<file path="src/rtl/debounce_bank_if.sv">
// debounce_bank_if: raw inputs and debounced level/edge outputs of a debounce bank
interface debounce_bank_if #(parameter int CH = 5);
  logic [CH-1:0] x;
  logic [CH-1:0] level;
  logic [CH-1:0] pos;
  logic [CH-1:0] neg;
  logic [CH-1:0] stable;
  logic any_pos;
  logic any_neg;
  modport master (output x, input level, pos, neg, stable, any_pos, any_neg);
  modport slave (input x, output level, pos, neg, stable, any_pos, any_neg);
endinterface

</file>
<file path="src/rtl/debounce_bank.sv">
// debounce_bank: per-channel synchroniser plus bounce-cancelling qualifier with edge pulses
module debounce_bank #(
  parameter int CH = 5,
  parameter int DELAY = 1000000,
  parameter int SYNC_STAGES = 2,
  parameter bit INIT = 1'b0
) (
  input logic clk,
  input logic rst,
  debounce_bank_if.slave bus
);
  localparam int CW = $clog2(DELAY + 1);
  localparam logic [CW-1:0] LAST = CW'(DELAY);
  typedef enum logic {STABLE, WAIT} state_t;
  for (genvar i = 0; i < CH; i++) begin : g_ch
    logic [SYNC_STAGES-1:0] sync_q, sync_d;
    state_t state_q, state_d;
    logic [CW-1:0] cnt_q, cnt_d;
    logic level_q, level_d, pos_q, pos_d, neg_q, neg_d, s;
    assign s = sync_q[SYNC_STAGES-1];
    always_comb begin
      sync_d = {sync_q[SYNC_STAGES-2:0], bus.x[i]};
      state_d = state_q;
      cnt_d = '0;
      level_d = level_q;
      pos_d = 1'b0;
      neg_d = 1'b0;
      if (state_q == STABLE) begin
        state_d = (s != level_q) ? WAIT : STABLE;
        cnt_d = (s != level_q) ? CW'(1) : '0;
      end else if (s == level_q) begin
        state_d = STABLE;
      end else if (cnt_q == LAST) begin
        // accepted change: pulse aligns with the first cycle of the new level
        state_d = STABLE;
        level_d = ~level_q;
        pos_d = ~level_q;
        neg_d = level_q;
      end else begin
        cnt_d = cnt_q + CW'(1);
      end
    end
    always_ff @(posedge clk) begin
      if (rst) begin
        sync_q <= {SYNC_STAGES{INIT}};
        state_q <= STABLE;
        cnt_q <= '0;
        level_q <= INIT;
        pos_q <= 1'b0;
        neg_q <= 1'b0;
      end else begin
        sync_q <= sync_d;
        state_q <= state_d;
        cnt_q <= cnt_d;
        level_q <= level_d;
        pos_q <= pos_d;
        neg_q <= neg_d;
      end
    end
    assign bus.level[i] = level_q;
    assign bus.pos[i] = pos_q;
    assign bus.neg[i] = neg_q;
    assign bus.stable[i] = (state_q == STABLE);
  end
  assign bus.any_pos = |bus.pos;
  assign bus.any_neg = |bus.neg;
endmodule

</file>
<file path="src/flat_wrapper.sv">
// flat-port wrapper written by rule: the top's interface ports become plain ports
module debounce_bank_flat 
#(
  parameter int CH = 5,
  parameter int DELAY = 1000000,
  parameter int SYNC_STAGES = 2,
  parameter bit INIT = 1'b0
)
  (clk, rst, bus_x, bus_level, bus_pos, bus_neg, bus_stable, bus_any_pos, bus_any_neg);
  debounce_bank_if #(.CH(CH)) bus_i ();
  input logic clk;
  input logic rst;
  input wire logic [$bits(bus_i.x)-1:0] bus_x;
  output wire logic [$bits(bus_i.level)-1:0] bus_level;
  output wire logic [$bits(bus_i.pos)-1:0] bus_pos;
  output wire logic [$bits(bus_i.neg)-1:0] bus_neg;
  output wire logic [$bits(bus_i.stable)-1:0] bus_stable;
  output wire logic [$bits(bus_i.any_pos)-1:0] bus_any_pos;
  output wire logic [$bits(bus_i.any_neg)-1:0] bus_any_neg;
  assign bus_i.x = bus_x;
  assign bus_level = bus_i.level;
  assign bus_pos = bus_i.pos;
  assign bus_neg = bus_i.neg;
  assign bus_stable = bus_i.stable;
  assign bus_any_pos = bus_i.any_pos;
  assign bus_any_neg = bus_i.any_neg;
  debounce_bank #(.CH(CH), .DELAY(DELAY), .SYNC_STAGES(SYNC_STAGES), .INIT(INIT)) u_core (.clk(clk), .rst(rst), .bus(bus_i));
endmodule
</file>
<file path="config.mk">
export PLATFORM = sky130hd
export DESIGN_NAME = debounce_bank_flat
export DESIGN_NICKNAME = d
export VERILOG_FILES = /design/src/rtl/debounce_bank_if.sv /design/src/rtl/debounce_bank.sv /design/src/flat_wrapper.sv
export SDC_FILE = /design/constraint.sdc
export NUM_CORES = 1
export LEC_CHECK = 0
export ABC_AREA = 1
export BUFFER_PORTS_ARGS = -buffer_cell sky130_fd_sc_hd__buf_2
export CORE_MARGIN = 8
export CORE_UTILIZATION = 45
export DETAILED_ROUTE_END_ITERATION = 6
export GPL_TIMING_DRIVEN = 0
export PLACE_DENSITY = 0.58
export SYNTH_ARGS = -nofsm -noshare
export SYNTH_HDL_FRONTEND = slang
export SYNTH_SLANG_ARGS = --single-unit
</file>
<file path="constraint.sdc">
create_clock -name clk -period 3.65 [get_ports clk]
set_input_delay 0.5475 -clock clk [delete_from_list [all_inputs] [get_ports clk]]
set_output_delay 0.5475 -clock clk [all_outputs]
set_load 0.03 [all_outputs]
</file>
==> impl_metrics.toml <==
[detailed_routing]
finalWirelength_um = 14200
dr.pass1.iters = 5
drc = 0
vias = 5626
wl_per_cell_um = 11.6
viasPerCell = 4.60
drt-initial-drc-count = 235
antenna_left = 0

[grt]
antenna_found_initial = 0
busiest_layer = "met2"
grt_max_degree = 17
grt_overflow = 0
grt_use_total_pct = 16.2
grtUsageMet2_pct = 24.9
use_met1_pct = 21.3
grt_pass1_vias = 5280
met3_usage_pct = 4.74
grt_pass1_wl_um = 24400

[layout]
finalInstanceArea_um2 = 7610
drive_gt1_share_pct = 12.3
area_delta_synth_final_pct = 15.2
fillers = 1465
final_cell_mix = "nand2_1 (254), nor2_1 (220), dfxtp_1 (130)"
final_common_cell = "nand2_1"
layout.nets = 1042
antenna_cells = 0
multi_input_area_um2 = 3360
regArea_um2 = 2600

[clocking]
h-tree-depth = 4
tritoncts = "yes"
postCtsHoldBufs = 0
cts_resized = 0
root_buffer = "clkbuf_16"
clockBufferDepth = 2
clkLatencyLatePin_ns = 0.42
clk_pin_slew_ns = 0.06
cts_inserted_buffers = 17
cts_sinks = 130
postCtsSetupRepairBufs = 0

[logic_synthesis]
synthXorXnorAreaFrac_pct = 5.83
yosysWarnings = 0
synth-simple-area-share_pct = 39.0
syn_area_um2 = 6610
ys_seq_elements = 130
synth_compound_area_share_pct = 4.19
synth.avg_cell_area_um2 = 6.75
synthAdderAreaFrac_pct = 1.89
synth_cells = 978
ys_types = 31
syn-num-nets = 995
synth_top_family_by_area = "simple AND/OR/NAND/NOR gates"
muxShareOfSynthArea_pct = 0
yosysSeqAreaShare_pct = 39.4

[timing]
hold_violations = 0
slew_violations = 0
worst_pin_slew_ns = 0.360
tns_ns = 0
rsz0062_at_grt = "false"
relSlewSlack_pct = 75.9
period_needed_ns = 1.92
fin_crit_sh_pct = 52.6
fmax_ghz = 0.521
fin_skew_ns = 0.00750
setup_viol = 0

[critical_path]
critPathRequiredTime_ns = 3.10
worstPathMaxFanout = 2
startpoint_type = "register"
crit_type = "reg -> out"
rr_worst_depth = 8
arrival_ns = 1.37
end_kind = "output pin"

[power_and_ir_drop]
pwr_density_cell_nw_per_um2 = 433
ir_drop_mv = 0.378
leakage_nw = 2.64

[status]
outcome = "complete, no violations"

[die]
core_area_um2 = 14400
fp-row-count = 44
initial_core_util_pct = 45.8
die-area_um2 = 18800
fp.dieH_um = 137
die_w_um = 137
ios = 29

[place]
placed_cell_area_um2 = 6980
place_congestion = 0.848
io_buffers = 28
dp_hpwl_um = 10600

[worst_hold_path]
min_path_cells = 3
worstHoldPathType = "in -> reg"

[job]
drv_cap = 0
-- cell type report --
| type | instances | share of cell area [%] |
|---|---|---|
| multi-input cells | 705 | 44.2 |
| flip-flops and latches | 130 | 34.2 |
| inverters | 118 | 5.82 |
| clock buffers | 17 | 5.59 |
| well taps | 184 | 3.03 |
| clock inverters | 15 | 2.71 |
| plain buffers | 25 | 2.60 |
| repair buffers | 28 | 1.84 |
-- state kept, by name, summed over array words and instances (netlist names) --
signal,count
u_core.g_ch.sync_q,10
u_core.g_ch.state_q,5
u_core.g_ch.neg_q,5
u_core.g_ch.cnt_q,100
u_core.g_ch.level_q,5
u_core.g_ch.pos_q,5
-- layer usage --
| layer | routed length, µm | vias up |
|---|---|---|
| li1 | - | 3100 |
| met1 | 7380 | 2448 |
| met2 | 6200 | 70 |
| met3 | 532 | 8 |
| met4 | 116 | 0 |
| met5 | 0 | - |
-- report_power, final --
group          total (mW)  leakage, nW  switching (mW)  internal [mW]
registers            1.43         1.05         0.00519           1.43
clock network        1.83        0.310           0.677           1.15
logic              0.0351         1.28          0.0237         0.0115
total                3.30         2.64           0.706           2.59
-- final timing paths --
path,from,to,slack [ns]
setup / recovery,u_core.g_ch[1].neg_q$_SDFF_PP0_,bus_any_neg,1.73
setup reg to reg,u_core.g_ch[4].cnt_q[0]$_SDFF_PP0_,u_core.g_ch[4].cnt_q[16]$_SDFF_PP0_,2.00
hold / removal,bus_x[1],u_core.g_ch[1].sync_q[0]$_SDFF_PP0_,0.33
hold reg to reg,u_core.g_ch[0].sync_q[0]$_SDFF_PP0_,u_core.g_ch[0].sync_q[1]$_SDFF_PP0_,0.40
-- cell families (layout without fill, tap and decap cells) --
family,count (synthesis),after routing
flops,130,130
buf+inv,143,203
compound gates,51,51
simple gates,600,600
fa+ha+maj,10,10
xor+xnor,44,44
-- cells in the mapped netlist (all sizes together) --
cell type / n / share of area, %
nand2: 260 / 15
nor2: 234 / 14
dfxtp: 130 / 39
inv: 118 / 6.7
nand3: 60 / 5.3
a21oi: 38 / 3.1
xor2: 27 / 3.6
buf: 25 / 3.0
nand4: 19 / 1.8
xnor2: 17 / 2.3
or2: 13 / 1.2
o21ai: 12 / 0.91
nor3: 11 / 1.2
ha: 10 / 1.9
nand3b: 2 / 0.23
a21boi: 1 / 0.17
nor2b: 1 / 0.095
-- worst max-delay path, stage by stage, from the launching register on --
cell and delay (ns):
dfxtp_1 0.31, nor3_1 0.28, nand2_1 0.15, buf_2 0.21
-- through the flow --
stage,instances,hold WS [ns],setup slack [ns],power (mW),utilization (%)
3_3_place_gp,1190,0.390,1.95,1.50,48.4
2_1_floorplan,978,0.388,2.27,1.49,-
3_5_place_dp,1190,0.393,1.93,1.50,48.4
4_1_cts,1222,0.315,1.72,3.33,52.7
5_1_grt,1222,0.336,1.62,3.40,52.7
6_report,1222,0.326,1.73,3.30,52.7
No activity file was read; power rests on OpenSTA's default activity.
